## src/rtl/ram_slot_arbiter.sv

```systemverilog
// Shares one SDRAM command port between the CPU bus and a DMA requester, one access per PHI2 slot.
// Build option RAM_ARB_DMA_EN adds the DMA port and its starvation guard; without it the block is CPU-only.
module ram_slot_arbiter #(
  parameter int RD_LAT     = 5,
  parameter int DMA_STARVE = 3
) (
  input  logic        C8M,
  input  logic        RESET,
  input  logic        PHI2,
  input  logic        CPU_REQ,
  input  logic        CPU_WE,
  input  logic [23:0] CPU_A,
  input  logic [7:0]  CPU_WD,
  output logic [7:0]  CPU_RD,
  output logic        CPU_DONE,
  output logic        CPU_RDY,
  input  logic        DMA_REQ,
  input  logic        DMA_WE,
  input  logic [23:0] DMA_A,
  input  logic [7:0]  DMA_WD,
  output logic        DMA_ACK,
  output logic [7:0]  DMA_RD,
  output logic        DMA_RVALID,
  output logic        RDCMD,
  output logic        WRCMD,
  output logic [23:0] A,
  output logic [7:0]  WRD,
  input  logic [7:0]  RDD,
  output logic [1:0]  dbg_state
);

  typedef enum logic [1:0] {IDLE = 2'd0, HOLD = 2'd1, CAPT = 2'd2, DONE = 2'd3} state_t;

  localparam logic [2:0] LAT_M1 = 3'(RD_LAT - 1);

  state_t      state, state_nxt;
  logic [1:0]  phi2_sync;
  logic        fall;
  logic        capt;
  logic [2:0]  cnt;
  logic        cpu_slot;
  logic        dma_win, cpu_win, any_win;
  logic        sel_we;
  logic [23:0] sel_a;
  logic [7:0]  sel_wd;

  // Slot start F is the first C8M cycle that sees PHI2 low after it was seen high.
  always_ff @(posedge C8M) begin
    if (RESET) phi2_sync <= 2'b00;
    else       phi2_sync <= {phi2_sync[0], PHI2};
  end

  assign fall = phi2_sync[1] & ~phi2_sync[0];

`ifdef RAM_ARB_DMA_EN
  // DMA handshake: DMA_REQ with stable WE/A/WD is a pending request; DMA_ACK (one cycle at F+1)
  // consumes it, and the requester may raise the next request from the following cycle.
  localparam logic [3:0] STARVE_MAX = 4'(DMA_STARVE);

  logic [3:0] starve;
  logic       forced;

  assign forced  = DMA_REQ && (starve == STARVE_MAX);
  assign dma_win = DMA_REQ && (forced || !CPU_REQ);
  assign sel_we  = dma_win ? DMA_WE : CPU_WE;
  assign sel_a   = dma_win ? DMA_A  : CPU_A;
  assign sel_wd  = dma_win ? DMA_WD : CPU_WD;

  always_ff @(posedge C8M) begin
    if (RESET) begin
      starve  <= 4'd0;
      CPU_RDY <= 1'b1;
    end else begin
      if (fall) begin
        if (!DMA_REQ || dma_win)                starve <= 4'd0;
        else if (cpu_win && starve != STARVE_MAX) starve <= starve + 4'd1;
      end
      CPU_RDY <= !(DMA_REQ && (starve == STARVE_MAX));
    end
  end

  always_ff @(posedge C8M) begin
    if (RESET) begin
      DMA_ACK    <= 1'b0;
      DMA_RVALID <= 1'b0;
      DMA_RD     <= 8'h00;
    end else begin
      DMA_ACK    <= fall && dma_win;
      DMA_RVALID <= capt && RDCMD && !cpu_slot;
      if (capt && RDCMD && !cpu_slot) DMA_RD <= RDD;
    end
  end
`else
  logic unused_dma;

  assign unused_dma = ^{DMA_REQ, DMA_WE, DMA_A, DMA_WD};
  assign dma_win    = 1'b0;
  assign sel_we     = CPU_WE;
  assign sel_a      = CPU_A;
  assign sel_wd     = CPU_WD;
  assign CPU_RDY    = 1'b1;
  assign DMA_ACK    = 1'b0;
  assign DMA_RVALID = 1'b0;
  assign DMA_RD     = 8'h00;
`endif

  assign cpu_win = CPU_REQ && !dma_win;
  assign any_win = cpu_win || dma_win;

  always_ff @(posedge C8M) begin
    if (RESET) state <= IDLE;
    else       state <= state_nxt;
  end

  always_comb begin
    state_nxt = state;
    if (fall) begin
      state_nxt = HOLD;
    end else begin
      case (state)
        HOLD:    if (cnt == LAT_M1) state_nxt = CAPT;
        CAPT:    state_nxt = DONE;
        default: state_nxt = state;
      endcase
    end
  end

  always_comb begin
    capt      = (state == CAPT);
    dbg_state = state;
  end

  // The winning command is latched at F and held for the whole slot; idle slots keep the last A/WRD.
  always_ff @(posedge C8M) begin
    if (RESET) begin
      cnt      <= 3'd0;
      cpu_slot <= 1'b0;
      RDCMD    <= 1'b0;
      WRCMD    <= 1'b0;
      A        <= 24'h000000;
      WRD      <= 8'h00;
      CPU_RD   <= 8'h00;
      CPU_DONE <= 1'b0;
    end else begin
      CPU_DONE <= 1'b0;
      if (fall) begin
        cnt      <= 3'd1;
        cpu_slot <= cpu_win;
        RDCMD    <= any_win && !sel_we;
        WRCMD    <= any_win && sel_we;
        if (any_win) begin
          A   <= sel_a;
          WRD <= sel_wd;
        end
        CPU_DONE <= cpu_win && CPU_WE;
      end else if (state == HOLD) begin
        cnt <= cnt + 3'd1;
      end
      if (capt && RDCMD && cpu_slot) begin
        CPU_RD   <= RDD;
        CPU_DONE <= 1'b1;
      end
    end
  end

  // A slot shorter than RD_LAT would silently drop the pending read.
  assert property (@(posedge C8M) disable iff (RESET) !(fall && (state == HOLD) && RDCMD));

endmodule
```

## config.mk

```make
export PLATFORM = sky130hd
export DESIGN_NAME = ram_slot_arbiter
export DESIGN_NICKNAME = d
export VERILOG_FILES = /design/src/rtl/ram_slot_arbiter.sv
export SDC_FILE = /design/constraint.sdc
export NUM_CORES = 1
export LEC_CHECK = 0
export BUFFER_PORTS_ARGS = -buffer_cell sky130_fd_sc_hd__buf_2
export CAP_MARGIN = 20
export CORE_MARGIN = 2
export CORE_UTILIZATION = 44
export CTS_CLUSTER_SIZE = 20
export DETAILED_ROUTE_END_ITERATION = 10
export PLACE_DENSITY_LB_ADDON = 0.05
export SLEW_MARGIN = 15
export SYNTH_ARGS = -nofsm -noshare
export SYNTH_HDL_FRONTEND = slang
export SYNTH_SLANG_ARGS = --single-unit
```

## constraint.sdc

```tcl
create_clock -name C8M -period 3 [get_ports C8M]
set_clock_uncertainty 0.1 [all_clocks]
set_input_delay 0.15 -clock C8M [delete_from_list [all_inputs] [get_ports C8M]]
set_output_delay 0.15 -clock C8M [all_outputs]
set_load 0.02 [all_outputs]
```

# Word-level counts from Yosys, hierarchy flattened
# Index checks and enable logic that the tools add are counted.
[op_classes]
n_lt_le_gt_ge = 0
eq_ne = 5
multipliers = 0
div = 0
n_reduce_logical = 12
muxes = 7
add_sub_neg = 1
n_bitwise = 2
shifts = 0
[op_table]
columns = ["op", "n"]
rows = [
  ["$reduce_and 2->1", 3],
  ["$mux 1", 5],
  ["$logic_and 1x1->1", 4],
  ["$pmux 2 s2", 1],
  ["$reduce_bool 2->1", 2],
  ["$add 3x1->3 const B", 1],
  ["$eq 3x3->1 const B", 1],
  ["$ne 3x3->1 const B", 1],
  ["$reduce_bool 3->1", 1],
  ["$eq 2x1->1 const B", 1],
  ["$eq 2x2->1 const B", 1],
  ["$mux 2", 1],
  ["$ne 2x2->1 const B", 1],
  ["$reduce_or 2->1", 1],
  ["$and 1x1->1", 1],
  ["$logic_not 1->1", 1],
  ["$not 1->1", 1],
]
[word_totals]
rom_bits = 0
memories = 0
ramBits = 0
latch_bits = 0
reg_bits = 51
elab_cells = 39

# Longest topological paths before layout
# Gate-level depths: netlist of the first run.
[logic_depth]
depth_word = 4
mapped_depth = 5
mapped_depth_nobuf = 5

# Least setup slack after synthesis of the first run
# OpenSTA, ideal clock, no wires.
[synth_timing]
kind = "register to register"
startpoint = "reg state[1], in the netlist dbg_state[1]"
endpoint = "reg CPU_RD[7]"
required_time_ps = 2763
setup_slack_ps = 1787
stages_incl_launch_ff = 4
setup_ps = 137
arrival_ps = 976
path_buffers = 0
path_cell_list = "dfxtp_1 nand4b_1 nand2_1 a21oi_1"
[synth_via]
elab_chain_cells = 3
[synth_rtl]
columns = ["item", "line_no", "text"]
rows = [
  ["start: declaration", "36", "state_t state, state_nxt;"],
  ["start signal: assignment", "112", "else state <= state_nxt;"],
  ["$eq 2x2->1", "129", "capt = (state == CAPT);"],
  ["$logic_and 1x1->1 (2 in series)", "159", "if (capt && RDCMD && cpu_slot) begin"],
  ["end signal: assignment", "142", "CPU_RD <= 8'h00;"],
  ["end signal: assignment", "160", "CPU_RD <= RDD;"],
  ["end: declaration", "14", "output logic [7:0] CPU_RD,"],
]
# Every way passes these cells.
# A chain may end at the register's enable or synchronous reset.

# Final worst setup path of the first run
[layout_timing]
startpoint = "reg phi2_sync[0]"
endpoint = "reg A[3]"
[layout_via]
elab_chain_cells = 3
[layout_rtl]
columns = ["item", "line_no", "text"]
rows = [
  ["start: declaration", "37", "logic [1:0] phi2_sync;"],
  ["start signal: assignment", "50", "else phi2_sync <= {phi2_sync[0], PHI2};"],
  ["$not 1->1", "53", "assign fall = phi2_sync[1] & ~phi2_sync[0];"],
  ["$and 1x1->1", "53", ""],
  ["$reduce_and 2->1 (no line)", "--", ""],
  ["end signal: assignment", "152", "A <= sel_a;"],
  ["end: declaration", "26", "output logic [23:0] A,"],
]
# Every way passes these cells.

==> key figures, run 1 <==
Outcome
  • Status: completed

STA
  • Fin. Hold Viols: 0
  • Slew @ Worst Pin: 0.991 ns
  • Part of the cycle the worst path needs: 52.9%
  • Max-slew violations: 0
  • RSZ-0062 raised after global routing: no
  • Crit path time final: 1.59 ns
  • WHS: 0.0491 ns
  • Slew margin rel.: 33.9%
  • Fin Setup TNS: 0 ns
  • Final worst setup slack: 1.41 ns
  • Final setup viols: 0
  • Max frequency: 0.630 GHz

Routing
  • Drt drc: 0
  • Drt first pass iters: 4
  • DR iter-0 viols: 81
  • Via count: 1857
  • ANT nets after route: 0
  • Routed vias/inst: 4.54
  • WL final: 4880 µm
  • Avg WL per Cell: 11.9 µm

Yosys
  • Post-synthesis sequential area ratio: 52.1%
  • Synth top area share: 52.1%
  • Flops & latches, synth: 51
  • Dominant cells by area after synthesis: dfxtp_1 (52%), nand2_1 (16%), a21oi_1 (9.7%)
  • Yosys cell types: 25
  • Synth Area per Inst: 8.40 µm²
  • Synth Cell Area: 0.00196 mm²
  • YS warnings: 0
  • Cells after Synth: 233
  • Cell taking the most area after synthesis: dfxtp_1

Floorplan
  • Initial Util: 45.3%
  • Io pins: 135
  • Core ar.: 0.00432 mm²
  • FP Rows: 24
  • Die Span Y: 70.7 µm
  • Full die area: 0.00500 mm²
  • Die W: 70.7 µm

Setup path
  • Worst r2r src: phi2_sync[0]$_SDFF_PP0_
  • Crit Path Category: reg2reg
  • Worst Path Required: 3.12 ns
  • Worst path arrival time: 1.71 ns
  • Setup crit end kind: flop
  • CP peak stage delay: 0.48 ns
  • Crit path launch type: flop
  • CP bufs+invs: 1
  • R2r setup slk: 1.41 ns
  • Worst Path Max Fanout: 23
  • Worst-path cell chain: and3b_1 -> buf_4 -> nand2_1 -> a21oi_1
  • R2r endpoint: A[3]$_SDFFE_PP0P_
  • Cell class contributing the biggest share of worst-path delay: simple AND/OR/NAND/NOR gates
  • R2R cell count: 4
  • Slowest-stage cell, CP: and3b_1

CTS
  • Clk sinks: 51
  • Post-CTS Hold Fix Bufs: 41
  • H-tree level count: 2
  • Root Driver: clkbuf_8
  • Clock Path Buffers: 2
  • Post-cts resize count: 0
  • Clk Latency, worst-skew pair: 0.30 ns
  • Clock-pin slew on the worst setup and hold paths: 0.08 ns
  • CTS tree: done
  • Setup Buffers After CTS: 0
  • CTS buffer count: 5

Place
  • Port bufs: 89
  • Placed wire-length estimate: 2870 µm
  • Placer Congestion: 0.718
  • Pre-CTS setup slack: 1.41 ns
  • DP Cell Count: 360

Power and ir drop
  • P_leak: 1.27 nW
  • Final Total Pwr: 1.26 mW
  • PwrDens: 444 mW/mm²
  • Worst VDD drop: 0.311 mV

GRT
  • Global Route Usage Sum: 19.6%
  • Grt total ovfl: 0
  • Vias in the first global route: 1659
  • Global-route wire length before repair: 7780 µm
  • Initial antenna violation count: 0
  • Maximum number of pins on one net before global-route repair: 52

Cells and area
  • Antenna diodes: 0
  • Fillcell total: 395
  • P&R area growth vs syn: 45.2%
  • Fin cells: 409
  • Nets: 437
  • Layout cells sized above 1: 29.1%

Min path
  • Hold Crit Endpoint: RDCMD$_SDFFE_PP0P_
  • Min-Delay Startpoint: CPU_WE
  • Worst hold stages: 3
  • Hold crit path type: in2reg

Flow run
  • Max Cap Violations: 0
worst reg2reg max path: cells and delay by family, from the launching register on:
family	cells	cell delay, ns
buf+inv	1	0.35
compound gates	1	0.13
simple gates	2	0.60
flops	1	0.34
sequential cells by signal, summed over array words and instances, names as in the netlist, 2 cells and up:
register / cells
cnt: 3
WRD: 8
phi2_sync: 2
dbg_state: 2
A: 24
CPU_RD: 8
final cells by class:
cell class | count | area, µm² | area share (%)
Multi-Input combinational cell | 164 | 778 | 27.4
Sequential cell | 51 | 1020 | 35.9
Inverter | 2 | 7.51 | 0.264
Clock buffer | 8 | 100 | 3.52
Timing Repair Buffer | 132 | 871 | 30.6
Tap cell | 52 | 65.1 | 2.29
per-stage QoR:
step	util [%]	area, µm²
after floorplan	-	1990
after detailed placement	53.9	2330
after global routing	65.7	2840
final	65.7	2840
after CTS	65.7	2840
after global placement	53.9	2330
synth_stat cells:
master and n:
clkbuf_1 5, conb_1 2, a211oi_1 1, a21oi_2 6
nand2_1 85, a21oi_1 38, buf_8 3, buf_4 12
and4b_1 1, nand3b_1 3, mux2i_1 1, and2b_1 1
inv_1 2, nand2b_1 3, dfxtp_1 51, buf_2 4
nor2b_1 2, nor3_1 3, ha_1 2, nand4b_1 1
buf_6 1, and3b_1 1, nor2_1 2, a31oi_1 2
xor2_1 1
placed cells by master, fill, tap and decap left out, drive strengths merged:
| cell type | n |
|---|---|
| buf | 91 |
| nand2 | 85 |
| dfxtp | 51 |
| a21oi | 44 |
| dlygate4sd3 | 41 |
| conb | 11 |
| clkbuf | 8 |
| nand3b | 3 |
| nand2b | 3 |
| nor3 | 3 |
| inv | 2 |
| nor2b | 2 |
| a31oi | 2 |
| nor2 | 2 |
| ha | 2 |
| and3b | 1 |
| and2b | 1 |
| mux2i | 1 |
| and4b | 1 |
| nand4b | 1 |
| a211oi | 1 |
| xor2 | 1 |
worst max-delay path by stage:
stage	slack, ns	to	startpoint	cells past startpoint
CTS	1.40	A[15]$_SDFFE_PP0P_	phi2_sync[0]$_SDFF_PP0_	4
finish	1.41	A[3]$_SDFFE_PP0P_	phi2_sync[0]$_SDFF_PP0_	4
detailed placement	1.41	A[15]$_SDFFE_PP0P_	phi2_sync[0]$_SDFF_PP0_	4
global route	1.28	A[9]$_SDFFE_PP0P_	phi2_sync[1]$_SDFF_PP0_	4
floorplan	1.79	CPU_RD[7]$_SDFFE_PP0P_	dbg_state[1]$_SDFFE_PP0P_	3
global placement	1.44	A[5]$_SDFFE_PP0P_	phi2_sync[0]$_SDFF_PP0_	4
per-layer routing:
layer	up-vias	wire [µm]	share of wire [%]	GRT usage, %
li1	971	-	-	-
met1	814	2210	45	25.0
met2	68	2270	47	31.9
met3	4	352	7.2	6.70
met4	0	42	0.86	5.66
met5	-	0	0	0
cell families after synthesis:
| kind of cell | after synthesis | share of synthesized area [%] |
|---|---|---|
| and+or+nand+nor | 102 | 22.0 |
| DFF | 51 | 52.1 |
| AOI/OAI and AO/OA | 47 | 13.4 |
| buffers and inverters | 27 | 9.84 |
| adders and majority gates | 2 | 1.28 |
| other | 2 | 0.384 |
| xor gates and xnor gates | 1 | 0.447 |
| muxes | 1 | 0.511 |
report_power, final:
group | internal (mW) | switching, mW | total (mW)
clock | 0.211 | 0.212 | 0.423
combinational | 0.0727 | 0.0703 | 0.143
sequential | 0.688 | 0.00701 | 0.695
total | 0.971 | 0.289 | 1.26
No activity file was read; power rests on OpenSTA's default activity.
==> run 2, diff against run 1 <==
--- a/config.mk
+++ b/config.mk
@@ -8,7 +8,7 @@
 export BUFFER_PORTS_ARGS = -buffer_cell sky130_fd_sc_hd__buf_2
 export CAP_MARGIN = 20
 export CORE_MARGIN = 2
-export CORE_UTILIZATION = 44
+export CORE_UTILIZATION = 37
 export CTS_CLUSTER_SIZE = 20
 export DETAILED_ROUTE_END_ITERATION = 10
 export PLACE_DENSITY_LB_ADDON = 0.05
==> constraint.sdc (replaced) <==
create_clock -name C8M -period 1.3 [get_ports C8M]
set_clock_uncertainty 0.1 [all_clocks]
set_input_delay 0.065 -clock C8M [delete_from_list [all_inputs] [get_ports C8M]]
set_output_delay 0.065 -clock C8M [all_outputs]
set_load 0.02 [all_outputs]
==> run 2 against run 1 <==
Flip-flop and latch count did not move. Setup slack lost 1.3 ns. Critical path depth increased by 2. Clock power grew 110%. Wire length is 1.2% higher. Register-to-register slack worse by 1.3 ns. Largest cell class unchanged.
==> key figures, run 2 (synthesized netlist as in run 1, its figures left out) <==
Outcome
  • Status: completed

Setup path
  • R2R cell count: 4 (unchanged)
  • Worst Path Max Fanout: 20 (-13%)
  • Worst-path cell chain: dlygate4sd3_1 -> buf_2 -> and3b_2 -> buf_12 -> nand2_1 -> a21oi_1
  • Worst Path Required: 1.43 ns (-1.69 ns)
  • Slowest-stage cell, CP: dlygate4sd3_1
  • R2r endpoint: A[3]$_SDFFE_PP0P_
  • CP peak stage delay: 0.52 ns (+0.04 ns)
  • Worst path arrival time: 1.35 ns (-0.36 ns)
  • Setup crit end kind: flop
  • Worst r2r src: phi2_sync[0]$_SDFF_PP0_
  • Crit path launch type: primary input
  • R2r setup slk: 0.10 ns (-1.31 ns)
  • Crit Path Category: in2reg

Cells and area
  • Largest reg by FF count: A
  • Post-route cell area: 0.00297 mm² (+4.5%)
  • Nets: 446 (+2.1%)
  • Most frequent cells in the layout: buf_2 (89), nand2_1 (85), dfxtp_1 (50), dlygate4sd3_1 (43), a21oi_1 (37)
  • Max FFs per register: 24 (unchanged)
  • Top flop regs: A (24), CPU_RD (8), WRD (8)
  • Commonest non-fill, non-tap cell in the layout: buf_2
  • Antenna diodes: 0 (unchanged)
  • Layout cells sized above 1: 31.5% (+2.4 points)
  • Fin cells: 435 (+6.4%)
  • P&R area growth vs syn: 51.7%

Power and ir drop
  • Switch Pwr: 0.662 mW (+130%)
  • Sequential Power Share: 56.1% (+1.0 points)
  • P_leak: 1.32 nW (+4.0%)
  • Clock share of power: 31.5% (-2.0 points)
  • PwrDens: 962 mW/mm² (+120%)
  • Sw frac: 23.2% (+0.24 points)
  • Comb power frac: 12.4% (+1.1 points)
  • Worst VDD drop: 0.648 mV (+110%)
  • Int Pwr: 2.19 mW (+130%)

STA
  • Fin. Hold Viols: 0 (unchanged)
  • Part of the cycle the worst path needs: 93.7%
  • Final setup viols: 0 (unchanged)
  • Final worst setup slack: 0.0825 ns (-1.33 ns)
  • Crit path time final: 1.22 ns
  • Fin Setup TNS: 0 ns (unchanged)
  • Max frequency: 0.821 GHz
  • RSZ-0062 raised after global routing: no
  • Max-slew violations: 0 (unchanged)

Place
  • Placer Congestion: 0.693 (-3.5%)
  • Placed Instance Area: 0.00244 mm² (+4.5%)
  • Placed wire-length estimate: 3190 µm (+11%)
  • Port bufs: 89 (unchanged)
  • DP Cell Count: 384 (+6.7%)
  • Pre-CTS setup slack: -0.0378 ns (-1.45 ns)

GRT
  • Met3 Usage GRT: 4.71% (-2.0 points)
  • Global Route Usage Sum: 17.9% (-1.8 points)
  • Vias in the first global route: 1874 (+13%)
  • Met1 usage: 21.7% (-3.3 points)
  • Global-route wire length before repair: 8630 µm (+11%)
  • Initial antenna violation count: 0 (unchanged)
  • Grt total ovfl: 0 (unchanged)
  • Met2 GRT Util: 31.1% (-0.83 points)
  • Maximum number of pins on one net before global-route repair: 23 (-56%)
  • GR peak layer: met2

Routing
  • WL final: 4930 µm (+1.2%)
  • Avg WL per Cell: 11.3 µm (-4.9%)
  • ANT nets after route: 0 (unchanged)
  • Routed vias/inst: 4.37 (-3.8%)
  • Via count: 1900 (+2.3%)
  • Drt first pass iters: 4 (unchanged)
  • Drt drc: 0 (unchanged)
  • DR iter-0 viols: 58 (-28%)

Floorplan
  • Die W: 76.7 µm (+8.5%)
  • Core ar.: 0.00511 mm² (+18%)
  • Full die area: 0.00589 mm² (+18%)
  • Die Span Y: 76.7 µm (+8.5%)
  • Io pins: 135 (unchanged)
  • FP Rows: 26 (+8.3%)
  • Initial Util: 38.3% (-6.9 points)

Flow run
  • Max Cap Violations: 0 (unchanged)

Min path
  • Worst hold stages: 2 (-1)
  • Hold Crit Endpoint: A[16]$_SDFFE_PP0P_
  • Hold crit path type: in2reg
  • Min-Delay Startpoint: RESET

CTS
  • Clock Path Buffers: 2 (unchanged)
  • H-tree level count: 2 (unchanged)
  • Clk sinks: 51 (unchanged)
  • CTS tree: done
  • Clock-pin slew on the worst setup and hold paths: 0.09 ns (about the same)
  • CTS buffer count: 5 (unchanged)
  • Root Driver: clkbuf_8
  • Clk Latency, worst-skew pair: 0.29 ns (about the same)
==> run 2: worst max path at each step <==
stage                                    startpoint                     end  slack (ns)  cells past startpoint
after floorplan           dbg_state[1]$_SDFFE_PP0P_  CPU_RD[7]$_SDFFE_PP0P_        0.09                      3
after global placement    dbg_state[1]$_SDFFE_PP0P_  CPU_RD[5]$_SDFFE_PP0P_       -0.02                      3
after detailed placement  dbg_state[1]$_SDFFE_PP0P_  CPU_RD[1]$_SDFFE_PP0P_       -0.04                      3
after CTS                 dbg_state[1]$_SDFFE_PP0P_  CPU_RD[2]$_SDFFE_PP0P_        0.04                      3
after global routing                        CPU_REQ      A[19]$_SDFFE_PP0P_        0.01                      6
final                                       CPU_REQ       A[3]$_SDFFE_PP0P_        0.08                      6
==> run 2: timing repair <==
item,in CTS,in global routing
hold buffers,43,0
cloned,0,0
gates resized for setup,0,4
hold endpoints to repair,44,0
pin swaps,1,1
setup buffers,1,0
setup endpoints to repair,8,37
==> run 2: final cells by class <==
class | count | area (µm²)
well taps | 70 | 87.6
fillers | 492 | 2140
clock buffers | 6 | 82.6
clock inverters | 1 | 5.00
repair buffers | 141 | 981
multi-input cells | 164 | 785
inverters | 2 | 7.51
flip-flops and latches | 51 | 1020
==> run 2: per-layer routing <==
metal,part of all wire [%],wire length [µm]
met5,0,0
met4,1.1,54
met3,6.7,328
met2,49,2400
met1,44,2150
==> run 2: per-stage QoR <==
stage          utilization [%]  hold slack (ns)  total power [mW]
3_5_place_dp              47.7            0.177              1.89
3_3_place_gp              47.7            0.179              1.89
6_report                  58.2           0.0426              2.86
5_1_grt                   58.2           0.0397              3.02
2_1_floorplan                -           0.0932              1.80
4_1_cts                   58.0           0.0432              2.90
==> run 2: critical path, delay by kind of cell <==
kind / cells / cell delay, ns
buffers and inverters: 3 / 0.80
and+or+nand+nor: 2 / 0.34
AOI/OAI and AO/OA: 1 / 0.13
==> run 2: power by group through the flow <==
stage	Combinational, mW	Sequential, mW	Clock, mW
floorplan	0.140	1.66	0
global placement	0.254	1.64	0
detailed placement	0.253	1.64	0
CTS	0.353	1.60	0.948
global route	0.390	1.61	1.02
finish	0.355	1.60	0.899
==> run 3, diff against run 2 <==
--- a/config.mk
+++ b/config.mk
@@ -5,10 +5,11 @@
 export SDC_FILE = /design/constraint.sdc
 export NUM_CORES = 1
 export LEC_CHECK = 0
+export ABC_AREA = 1
 export BUFFER_PORTS_ARGS = -buffer_cell sky130_fd_sc_hd__buf_2
 export CAP_MARGIN = 20
 export CORE_MARGIN = 2
-export CORE_UTILIZATION = 37
+export CORE_UTILIZATION = 38
 export CTS_CLUSTER_SIZE = 20
 export DETAILED_ROUTE_END_ITERATION = 10
 export PLACE_DENSITY_LB_ADDON = 0.05
==> run 3 against run 2 <==
Non-clock buffer count fell by 1. Via count rose by 13%. First-iteration DRC count fell by 8.6%. Total power rose by 4.9%. Wire length rose by 7.7%. Sequential share of layout area fell by 1.8 points. Critical path type is now reg2out. Largest cell class unchanged.
==> key figures, run 3 <==
Setup path
  • Worst r2r src: dbg_state[1]$_SDFFE_PP0P_
  • Crit Path Category: reg2out
  • Cell class contributing the biggest share of worst-path delay: flip-flops
  • CP bufs+invs: 1 (-2)
  • Worst-path cell chain: buf_2
  • Worst Path Required: 1.13 ns (-0.30 ns)
  • Slowest-stage cell, CP: dfxtp_1
  • Worst Path Max Fanout: 7 (-65%)
  • Crit path launch type: flop
  • Setup crit end kind: output pin
  • Crit path launch: dbg_state[0]$_SDFFE_PP0P_
  • Worst path arrival time: 1.03 ns (-0.32 ns)
  • CP peak stage delay: 0.50 ns (-0.02 ns)

Routing
  • Drt first pass iters: 4 (unchanged)
  • Max layer used: met4
  • Routed met3 length: 311 µm (-5.2%)
  • ANT nets after route: 0 (unchanged)
  • Drt drc: 0 (unchanged)
  • M1 WL: 2290 µm (+6.3%)
  • WL final: 5310 µm (+7.7%)
  • Routed vias/inst: 4.34 (-0.71%)
  • Met2 Routed Length: 2650 µm (+11%)
  • Avg WL per Cell: 10.7 µm (-5.5%)
  • Via count: 2151 (+13%)
  • DR iter-0 viols: 53 (-8.6%)

Floorplan
  • Die Span Y: 79.1 µm (+3.1%)
  • FP Rows: 27 (+3.8%)
  • Io pins: 135 (unchanged)
  • Core ar.: 0.00547 mm² (+7.2%)
  • Full die area: 0.00626 mm² (+6.2%)
  • Initial Util: 39.2% (+0.82 points)
  • Die W: 79.1 µm (+3.1%)

Cells and area
  • Commonest non-fill, non-tap cell in the layout: buf_2
  • Post-route cell area: 0.00313 mm² (+5.5%)
  • Most frequent cells in the layout: buf_2 (89), nand2_1 (75), dfxtp_1 (51), nor2_1 (45), dlygate4sd3_1 (42)
  • Largest reg by FF count: A
  • Register area: 0.00102 mm² (-0.12%)
  • Nets: 504 (+13%)
  • Top flop regs: A (24), CPU_RD (8), WRD (8)
  • Layout cells sized above 1: 26.9% (-4.6 points)
  • Antenna diodes: 0 (unchanged)
  • Max FFs per register: 24 (unchanged)
  • Area of the multi-input gates: 857 µm² (+9.3%)
  • P&R area growth vs syn: 46.2%
  • Fillcell total: 565 (+15%)

Power and ir drop
  • Worst VDD drop: 0.786 mV (+21%)
  • P_leak: 1.59 nW (+20%)
  • Final Total Pwr: 3.00 mW (+4.9%)
  • PwrDens: 956 mW/mm² (-0.59%)

CTS
  • Post-CTS Hold Fix Bufs: 42 (-2.3%)
  • CTS tree: done
  • CTS buffer count: 5 (unchanged)
  • Post-cts resize count: 0 (unchanged)
  • Setup Buffers After CTS: 0 (-1)
  • Root Driver: clkbuf_8
  • Clock Path Buffers: 2 (unchanged)
  • Clk sinks: 51 (unchanged)
  • Clk Latency, worst-skew pair: 0.30 ns (about the same)
  • Clock-pin slew on the worst setup and hold paths: 0.09 ns (about the same)
  • H-tree level count: 2 (unchanged)

GRT
  • Global Route Usage Sum: 17.2% (-0.64 points)
  • Initial antenna violation count: 0 (unchanged)
  • Maximum number of pins on one net before global-route repair: 31 (+35%)
  • Global-route wire length before repair: 8600 µm (-0.31%)
  • Grt total ovfl: 0 (unchanged)
  • Vias in the first global route: 1982 (+5.8%)

Yosys
  • Number of synthesized flops with an enable pin: 0 (unchanged)
  • Dominant cells by area after synthesis: dfxtp_1 (48%), nand2_1 (13%), nor2_1 (7.9%)
  • Post-synth ARST share: 0% (unchanged)
  • Most frequent cell after synthesis: nand2_1
  • Yosys cell types: 18 (-28%)
  • YS warnings: 0 (unchanged)
  • Cell taking the most area after synthesis: dfxtp_1
  • Flops & latches, synth: 51 (unchanged)
  • Synth top area share: 47.6% (-4.5 points)
  • Post-synthesis sequential area ratio: 47.6% (-4.5 points)
  • Primary FF master, synth: dfxtp_1
  • Synth Cell Area: 0.00214 mm² (+9.5%)
  • Post-synth top cells: nand2_1 (75), dfxtp_1 (51), nor2_1 (45), inv_1 (27), a21oi_1 (23)
  • Cells after Synth: 294 (+26%)
  • Synth Area per Inst: 7.29 µm² (-13%)

Place
  • Placed Instance Area: 0.00261 mm² (+7.2%)
  • Port bufs: 89 (unchanged)
  • Pre-CTS setup slack: 0.129 ns (+0.166 ns)
  • Placed wire-length estimate: 3370 µm (+5.6%)
  • Placer Congestion: 0.729 (+5.1%)

Min path
  • Hold crit path type: in2reg
  • Min-Delay Startpoint: RESET

Outcome
  • Status: completed

STA
  • Fin. Hold Viols: 0 (unchanged)
  • Max-slew violations: 0 (unchanged)
  • Final worst setup slack: 0.107 ns (+0.0249 ns)
  • WHS: 0.0351 ns (-0.00744 ns)
  • Part of the cycle the worst path needs: 91.7% (-1.9 points)
  • Crit path time final: 1.19 ns (-0.0249 ns)
  • Max frequency: 0.838 GHz (+2.1%)
  • Fin Setup TNS: 0 ns (unchanged)
  • Final setup viols: 0 (unchanged)
  • RSZ-0062 raised after global routing: no

Flow run
  • Max Cap Violations: 0 (unchanged)
==> run 3: changes by cell type in the layout (fill, tap and decap cells not counted), sizes merged, moves of 2 or more <==
| cell | delta |
|---|---|
| nor2 | +46 |
| inv | +30 |
| nand3 | +13 |
| clkbuf | +2 |
| nand3b | -3 |
| nor2b | -2 |
| nand2 | -10 |
| nand2b | -3 |
| a21oi | -21 |
| nor3 | -3 |
| nand4 | +20 |
==> run 3: power by group <==
group | switching [mW] | internal (mW)
registers | 0.0198 | 1.59
clock network | 0.490 | 0.486
logic | 0.210 | 0.198
==> run 3: layout make-up <==
| type | instances | share of cell area [%] |
|---|---|---|
| clock buffers | 8 | 3.19 |
| inverters | 32 | 3.83 |
| multi-input cells | 193 | 27.3 |
| flip-flops and latches | 51 | 32.6 |
| well taps | 72 | 2.87 |
| repair buffers | 140 | 30.2 |
==> run 3: worst paths after layout <==
path	to	slack, ns	cells past startpoint
max	dbg_state[0]	0.11	1
min	WRD[2]$_SDFFE_PP0P_	0.04	4
max reg2reg	CPU_RD[7]$_SDFFE_PP0P_	0.12	5
min reg2reg	A[11]$_SDFFE_PP0P_	0.36	2
==> run 3: logic make-up (layout without fill, tap and decap cells) <==
| family | count (synthesis) | count (layout) | synth area share [%] |
|---|---|---|---|
| fa+ha+maj | 2 | 2 | 1.17 |
| compound gates | 24 | 24 | 5.66 |
| simple gates | 156 | 156 | 31.2 |
| other cells | 2 | 11 | 0.350 |
| flops | 51 | 51 | 47.6 |
| buf+inv | 59 | 180 | 14.0 |
==> run 3: metrics by stage <==
stage	utilization, %	instances
final	57.3	496
after global placement	47.8	446
after CTS	57.3	496
after floorplan	-	303
after global routing	57.3	496
after detailed placement	47.8	446
==> run 3: routing by layer <==
metal,global-route usage (%),vias up
li1,-,1152
met1,18.9,934
met2,31.5,58
met3,4.89,7
met4,6.03,0
met5,0,-
